File: src/rtl/async_hs_pkg.sv
// async_hs_pkg: shared types and defaults for the async output handshake.
//   hs_state_t       - handshake FSM state (IDLE, REQ_HI, REQ_LO), 2-bit.
//   SYNC_STAGES_MIN  - fewest flops allowed on the ack synchronizer.
//   CNT_W_DEF        - default pending-counter width.
//   TIMEOUT_CYC_DEF  - default per-phase timeout (ASYNC_OUT_TIMEOUT_EN only).
package async_hs_pkg;
  typedef enum logic [1:0] {
    IDLE   = 2'b00,
    REQ_HI = 2'b01,
    REQ_LO = 2'b10
  } hs_state_t;

  localparam int SYNC_STAGES_MIN = 2;
  localparam int CNT_W_DEF       = 4;
  localparam int TIMEOUT_CYC_DEF = 255;
endpackage

File: src/rtl/sync_2ff.sv
// sync_2ff: N-stage flop synchronizer for a single asynchronous bit.
//   clk   in  sampling clock
//   rst_n in  async active-low reset, chain clears to 0
//   d     in  asynchronous input
//   q     out synchronized output (last stage)
// STAGES below the package minimum is raised to the minimum.
module sync_2ff
  import async_hs_pkg::*;
#(
  parameter int STAGES = SYNC_STAGES_MIN
) (
  input  logic clk,
  input  logic rst_n,
  input  logic d,
  output logic q
);
  localparam int STG = (STAGES < SYNC_STAGES_MIN) ? SYNC_STAGES_MIN : STAGES;

  logic [STG-1:0] sr;

  always_ff @(posedge clk or negedge rst_n) begin
    if (!rst_n) sr <= '0;
    else        sr <= {sr[STG-2:0], d};
  end

  assign q = sr[STG-1];
endmodule

File: src/rtl/async_output_handshake.sv
// async_output_handshake: sends single-cycle clk-domain events to an
// asynchronous peer over a 4-phase req/ack handshake.
//   clk         in  system clock
//   rst_n       in  async active-low reset
//   event_in    in  single-cycle event request (held N cycles = N events)
//   ack_in      in  peer acknowledge, unsynchronized
//   req_out     out request to peer, straight from a flop
//   busy        out state != IDLE
//   done        out one-cycle pulse on handshake completion
//   pending     out events queued, not yet launched (saturates at 2^CNT_W-1)
//   overflow    out one-cycle pulse when an event is dropped
//   timeout_err out sticky phase-timeout flag
// Build option: ASYNC_OUT_TIMEOUT_EN adds a per-phase timeout of TIMEOUT_CYC
// cycles; without it the FSM waits forever and timeout_err is tied 0.
module async_output_handshake
  import async_hs_pkg::*;
#(
  parameter int SYNC_STAGES = SYNC_STAGES_MIN,
  parameter int CNT_W       = CNT_W_DEF,
  parameter int TIMEOUT_CYC = TIMEOUT_CYC_DEF
) (
  input  logic             clk,
  input  logic             rst_n,
  input  logic             event_in,
  input  logic             ack_in,
  output logic             req_out,
  output logic             busy,
  output logic             done,
  output logic [CNT_W-1:0] pending,
  output logic             overflow,
  output logic             timeout_err
);
  localparam logic [CNT_W-1:0] CNT_MAX = '1;
  localparam logic [CNT_W-1:0] CNT_ONE = CNT_W'(1);

  hs_state_t state;
  logic      ack_s;
  logic      pend_nz, launch, ev_take, pend_dec;

  sync_2ff #(.STAGES(SYNC_STAGES)) u_ack_sync (
    .clk  (clk),
    .rst_n(rst_n),
    .d    (ack_in),
    .q    (ack_s)
  );

  // ack_s high in IDLE blocks launch: the peer has not released the last
  // (or a pre-reset) handshake yet.
  assign pend_nz  = (pending != '0);
  assign launch   = (state == IDLE) && !ack_s && (pend_nz || event_in);
  // Launching from an empty queue uses event_in directly.
  assign ev_take  = event_in && !(launch && !pend_nz);
  assign pend_dec = launch && pend_nz;

`ifdef ASYNC_OUT_TIMEOUT_EN
  localparam int             PH_W    = $clog2(TIMEOUT_CYC + 1);
  localparam logic [PH_W-1:0] PH_LAST = PH_W'(TIMEOUT_CYC - 1);

  logic [PH_W-1:0] phase;
  logic            ph_exp, hs_leave, aborted, to_err_q;

  assign ph_exp   = (phase == PH_LAST);
  assign hs_leave = ((state == REQ_HI) && (ack_s || ph_exp)) ||
                    ((state == REQ_LO) && (!ack_s || ph_exp));
  assign timeout_err = to_err_q;
`else
  logic unused_timeout;
  assign unused_timeout = ^TIMEOUT_CYC;
  assign timeout_err    = 1'b0;
`endif

  always_ff @(posedge clk or negedge rst_n) begin
    if (!rst_n) begin
      state    <= IDLE;
      req_out  <= 1'b0;
      busy     <= 1'b0;
      done     <= 1'b0;
      overflow <= 1'b0;
      pending  <= '0;
`ifdef ASYNC_OUT_TIMEOUT_EN
      phase    <= '0;
      aborted  <= 1'b0;
      to_err_q <= 1'b0;
`endif
    end else begin
      done     <= 1'b0;
      overflow <= 1'b0;

      // Simultaneous enqueue and dequeue cancel out (also at saturation).
      if (ev_take && !pend_dec) begin
        if (pending == CNT_MAX) overflow <= 1'b1;
        else                    pending  <= pending + CNT_ONE;
      end else if (pend_dec && !ev_take) begin
        pending <= pending - CNT_ONE;
      end

      case (state)
        IDLE: begin
          if (launch) begin
            state   <= REQ_HI;
            req_out <= 1'b1;
            busy    <= 1'b1;
          end
        end
        REQ_HI: begin
          if (ack_s) begin
            state   <= REQ_LO;
            req_out <= 1'b0;
          end
`ifdef ASYNC_OUT_TIMEOUT_EN
          else if (ph_exp) begin
            state    <= REQ_LO;
            req_out  <= 1'b0;
            to_err_q <= 1'b1;
            aborted  <= 1'b1;
          end
`endif
        end
        REQ_LO: begin
          if (!ack_s) begin
            state <= IDLE;
            busy  <= 1'b0;
`ifdef ASYNC_OUT_TIMEOUT_EN
            // A handshake that already timed out does not count as done.
            done    <= !aborted;
            aborted <= 1'b0;
`else
            done  <= 1'b1;
`endif
          end
`ifdef ASYNC_OUT_TIMEOUT_EN
          else if (ph_exp) begin
            state    <= IDLE;
            busy     <= 1'b0;
            to_err_q <= 1'b1;
            aborted  <= 1'b0;
          end
`endif
        end
        default: begin
          state   <= IDLE;
          req_out <= 1'b0;
          busy    <= 1'b0;
        end
      endcase

`ifdef ASYNC_OUT_TIMEOUT_EN
      if (state == IDLE || hs_leave) phase <= '0;
      else                           phase <= phase + PH_W'(1);
`endif
    end
  end
endmodule

File: config.mk
export PLATFORM = sky130hd
export DESIGN_NAME = async_output_handshake
export DESIGN_NICKNAME = d
export VERILOG_FILES = /design/src/rtl/async_hs_pkg.sv /design/src/rtl/sync_2ff.sv /design/src/rtl/async_output_handshake.sv
export SDC_FILE = /design/constraint.sdc
export NUM_CORES = 1
export LEC_CHECK = 0
export BUFFER_PORTS_ARGS = -buffer_cell sky130_fd_sc_hd__buf_4
export CAP_MARGIN = 20
export CORE_AREA = 4 4 41 43
export CTS_CLUSTER_DIAMETER = 60
export DETAILED_ROUTE_END_ITERATION = 10
export DIE_AREA = 0 0 45 47
export GPL_ROUTABILITY_DRIVEN = 0
export PLACE_DENSITY = 0.72
export SETUP_SLACK_MARGIN = 0.05
export SLEW_MARGIN = 0
export SYNTH_ARGS = -nofsm -noshare
export SYNTH_HDL_FRONTEND = slang
export SYNTH_SLANG_ARGS = --single-unit
File: constraint.sdc
create_clock -name clk -period 2.9 [get_ports clk]
set_input_delay 0.58 -clock clk [delete_from_list [all_inputs] [get_ports clk]]
set_output_delay 0.58 -clock clk [all_outputs]
set_load 0.01 [all_outputs]
### Yosys cells after proc, flatten, opt, wreduce, memory -nomap -nowiden

Cells that the tools add are included.

* output and inout port bits: 9
* register bits: 12
* logic and storage cells: 54

* add/sub/neg operators: 2
* reduce and logical (&&, ||, !) cells: 20
* bitwise gates (word level): 2
* equal/unequal tests: 7
* multiplexer cells: 16

Operators by type and width (count)
* 4-bit two-way mux: 3
* 3-bit AND reduction: 3
* 1-bit logical AND: 7
* 1-bit two-way mux: 7
* 2-bit two-way mux: 3
* 2-bit inequality test, second input constant: 3
* 1-bit case mux with 3 select lines: 2
* 2-bit case mux with 3 select lines: 1
* 1-bit logical NOT: 5
* 4-bit by 1-bit adder with 4-bit output, second input constant: 1
* 4-bit == test, second input constant: 1
* 4-bit nonzero test: 1
* 4-bit by 1-bit subtractor with 4-bit output, second input constant: 1
* 2-bit by 1-bit == test with 1-bit output, second input constant: 1
* 2-bit == test, second input constant: 1
* 2-bit logical NOT: 1
* 2-bit by 1-bit inequality test with 1-bit output, second input constant: 1
* 1-bit inverter: 2
* 2-bit AND reduction: 1
* 2-bit nonzero test: 1
* 1-bit logical OR: 1

### Logic depth before layout (Yosys ltp)

* depth after elaboration: 10
* gate-level depth with buffers: 9
* mapped depth without buffers: 7

### Modules after synthesis

A second synthesis with hierarchy kept.

* cells, all modules: 54
* area, all modules: 601.8 um2

By module, submodules not included
* async_output_handshake: times used 1, seq. area each 250.2 um2, area each 551.8 um2, cells each 52
* sync_2ff: times used 1, seq. area each 50.0 um2, area each 50.0 um2, cells each 2

### Worst setup path after synthesis

Ideal clock, no wire load.

* path type: register -> register
* from: reg state[0]
* to: reg pending[3]
* setup slack: 584 ps
* stages on the path, launching flop included: 9
* data required time: 2762 ps
* arrival time: 2178 ps
* cell sequence: dfrtp_1 buf_6 or3_1 buf_6 nand2_1 ha_1 a21o_1 a21oi_1 mux4_2

* cells in the longest elaborated chain, start to end: 10

Ends and longest elaborated chain
* from (decl): RTL line async_output_handshake.sv:36 `hs_state_t state;`
* from (signal assigned): RTL line async_output_handshake.sv:74 `state <= IDLE;`
* from (signal assigned): RTL line async_output_handshake.sv:100 `state <= REQ_HI;`
* from (signal assigned): RTL line async_output_handshake.sv:107 `state <= REQ_LO;`
* 2-bit logical NOT (*): RTL line async_output_handshake.sv:50 `assign launch = (state == IDLE) && !ack_s && (pend_nz || event_in);`
* 1-bit logical AND (*) (2 in series): RTL line async_output_handshake.sv:50
* 1-bit logical AND: RTL line async_output_handshake.sv:52 `assign ev_take = event_in && !(launch && !pend_nz);`
* 1-bit logical NOT: RTL line async_output_handshake.sv:52
* 1-bit logical AND: RTL line async_output_handshake.sv:52
* 1-bit logical NOT: RTL line async_output_handshake.sv:93 `end else if (pend_dec && !ev_take) begin`
* 1-bit logical AND: RTL line async_output_handshake.sv:93
* 2-bit nonzero test (no line)
* 2-bit AND reduction (no line)
* to (signal assigned): RTL line async_output_handshake.sv:92 `else pending <= pending + CNT_ONE;`
* to (signal assigned): RTL line async_output_handshake.sv:94 `pending <= pending - CNT_ONE;`
* to (decl): RTL line async_output_handshake.sv:29 `output logic [CNT_W-1:0] pending,`

Every way passes the cells marked *; elsewhere a longest branch is shown, timed or not.
A chain may end at the register's enable or synchronous reset.

### Worst setup path in the final report

* from: reg state[1]
* to: reg pending[3]

Same word-level chain as after synthesis.

==> impl_metrics.yaml <==
cells_and_area:
  nNetsFinal: 74
  area_delta_synth_final_pct: 15.6
  drive_gt1_frac: 0.231
  antennaDiodeCount: 0
floorplanning:
  ios: 13
  die_y_um: 47
  die_x_um: 45
  start_util: 0.462
  std_cell_rows: 13
  core-area_sq_um: 1300
  die-area_sq_um: 2120
power_and_ir_drop:
  clock_power_share: 0.148
  p_total_w: 0.000661
  power_frac_comb: 0.416
  pwr-share-seq: 0.436
  p_int_w: 0.000420
  leakagePower_nw: 0.333
  pwr_density_cell_nw_per_um2: 950
  net-switching-power_w: 0.000241
  vdd_drop_max_uv: 435
  power_switching_share: 0.365
synth:
  synth.area.top_cells: "dfrtp_1 50%, ha_1 4.2%, buf_6 3.7%"
  synth.avg_cell_area_sq_um: 11.1
  yosysTopAreaCell: "dfrtp_1"
  synth_area_sq_um: 602
  ys_seq_area_frac: 0.499
  syn_nets: 61
  ys_warn_count: 0
  syn-instance-count: 54
  synth_top_area_share: 0.499
  synth.distinct_cells: 29
  ys_seq_elements: 12
global_route:
  grt_pass1_wl_um: 1690
  overflow: 0
  grt_use_total: 0.117
  grt_pass1_vias: 398
  grt_max_degree: 13
  antenna_found_initial: 0
critical_path:
  r2r_cells: 6
  reg2reg_to: "pending[3]$_DFFE_PN0P_"
  critical_path.startpoint: "state[1]$_DFFE_PN0P_"
  cp_data_required_time_ps: 3050
  path_max_fanout: 8
  worstSetupPathType: "reg -> reg"
  reg2reg_from: "state[1]$_DFFE_PN0P_"
  critPathArrivalTime_ps: 2540
  start_kind: "register"
  end_kind: "register"
  r2r_setup_slack_ps: 510
timing:
  grt_setup_unrepaired: "no"
  max_freq_mhz: 418
  setup_ws_ps: 508
  setup_tns_ps: 0
  finalHoldViolations: 0
  fin_worst_skew_ps: 5.68
  period_share: 0.825
  slew_violations: 0
  worstMarginPinSlew_ps: 490
  final.min_clock_period_ps: 2390
  maxSlewHeadroom: 0.670
  setup_viol: 0
placement:
  dp_hpwl_um: 747
  dpl_worst_slack_ps: 502
  port_buffers: 11
worst_hold_path:
  worstHoldPathType: "in -> async"
clock_tree:
  cts_setup_buffers: 0
  ctsHoldBuffers: 0
  tritoncts: "done"
  cts-root-buf: "clkbuf_4"
  h-tree-depth: 1
  cts_num_sinks: 12
  clock_latency_ps: 270
  post_cts_resized: 0
  clk_path_buf_depth: 2
  cts_buffers: 3
  clkTransAtPathRegs_ps: 70
run:
  cap_violations: 0
routing:
  via_per_inst: 5.23
  postRouteAntennaNets: 0
  avgRoutedWirePerCell_um: 12.4
  drtIter0Drc: 4
  drc: 0
  vias: 418
  dr.pass1.iters: 4
  routed_wl_um: 991
outcome:
  status: "complete, no violations"
==> routing by layer <==
| metal | routed length [um] | global-route usage | share of wire | vias to the layer above |
|---|---|---|---|---|
| met5 | 0 | 0 | 0 | - |
| met4 | 11 | 0.0351 | 0.011 | 0 |
| met3 | 72 | 0.0728 | 0.073 | 2 |
| met2 | 475 | 0.184 | 0.48 | 9 |
| met1 | 430 | 0.134 | 0.43 | 196 |
| li1 | - | - | - | 211 |
==> worst max-delay path, cell delays in order, from the launching register on <==
cell and delay (ps):
dfrtp_1 430, or3_1 490, nand2_1 210, ha_1 270
a21o_1 180, a21oi_1 180, mux4_2 510
==> final cells by class <==
cell class | instances | area (sq um)
inverter | 3 | 11.3
multi-input combinational | 36 | 260
tap | 15 | 18.8
fill | 125 | 606
sequential | 12 | 300
timing repair buffer | 11 | 82.6
clock buffer | 3 | 22.5
==> cell usage in the layout (no fill, tap or decap), types with 3 or more instances in the layout <==
cell type  netlist  routed
clkbuf_4         0       3
nor2_1           3       3
buf_4            1      11
dfrtp_1         12      12
a21oi_1          4       4
inv_1            3       3
nand2_1          3       3
==> per-stage QoR <==
stage / utilization / cells / cell area (sq um) / hold WS (ps)
after floorplan: - / 54 / 602 / 284
after global placement: 0.517 / 77 / 673 / 343
after detailed placement: 0.517 / 77 / 673 / 346
after CTS: 0.535 / 80 / 696 / 128
after global routing: 0.535 / 80 / 696 / 125
final: 0.535 / 80 / 696 / 128
==> Yosys cell counts <==
library cell and count:
dfrtp_1 12, a21oi_1 4, inv_1 3, nand2_1 3, nor2_1 3, and2_1 2
buf_6 2, ha_1 2, nor3_1 2, xor2_1 2, a21o_1 1, buf_4 1
conb_1 1, fa_1 1, mux2_1 1, mux4_2 1, nand2b_1 1, nand3_1 1
nand4_1 1, nor2b_1 1, nor3b_1 1, nor4_1 1, o21ai_0 1, o221ai_1 1
o22ai_1 1, o32ai_1 1, or2_0 1, or3_1 1, xnor2_1 1
==> cell families (layout without fill, tap and decap cells) <==
group / after synthesis / count (layout) / share of synthesized area
buffers and inverters: 6 / 17 / 0.0686
adder cells (fa/ha/maj): 3 / 3 / 0.0748
multiplexers: 2 / 2 / 0.0561
other: 1 / 1 / 0.00623
AND/OR/NAND/NOR: 18 / 18 / 0.158
XOR/XNOR: 3 / 3 / 0.0437
AO/OA/AOI/OAI: 9 / 9 / 0.0936
flip-flops: 12 / 12 / 0.499
==> worst max-delay path by stage <==
stage                                  end  slack [ps]  cells after the start
detailed placement  pending[3]$_DFFE_PN0P_         500                      6
finish              pending[3]$_DFFE_PN0P_         510                      6
global route        pending[3]$_DFFE_PN0P_         350                      6
global placement    pending[3]$_DFFE_PN0P_         530                      6
CTS                 pending[3]$_DFFE_PN0P_         500                      6
floorplan           pending[3]$_DFFE_PN0P_         580                      8
==> flip-flops by register name (all words and copies together), names as in the netlist <==
signal	count
done	1
u_ack_sync.sr	2
busy	1
pending	4
req_out	1
overflow	1
state	2
==> power groups by stage <==
stage | registers (W) | logic [W] | clock network [W]
finish | 0.000288 | 0.000275 | 0.0000976
detailed placement | 0.000292 | 0.000280 | 0
global placement | 0.000289 | 0.000273 | 0
floorplan | 0.000296 | 0.000171 | 0
global route | 0.000300 | 0.000314 | 0.000111
CTS | 0.000289 | 0.000280 | 0.000102
Power figures use the tool's default switching activity.
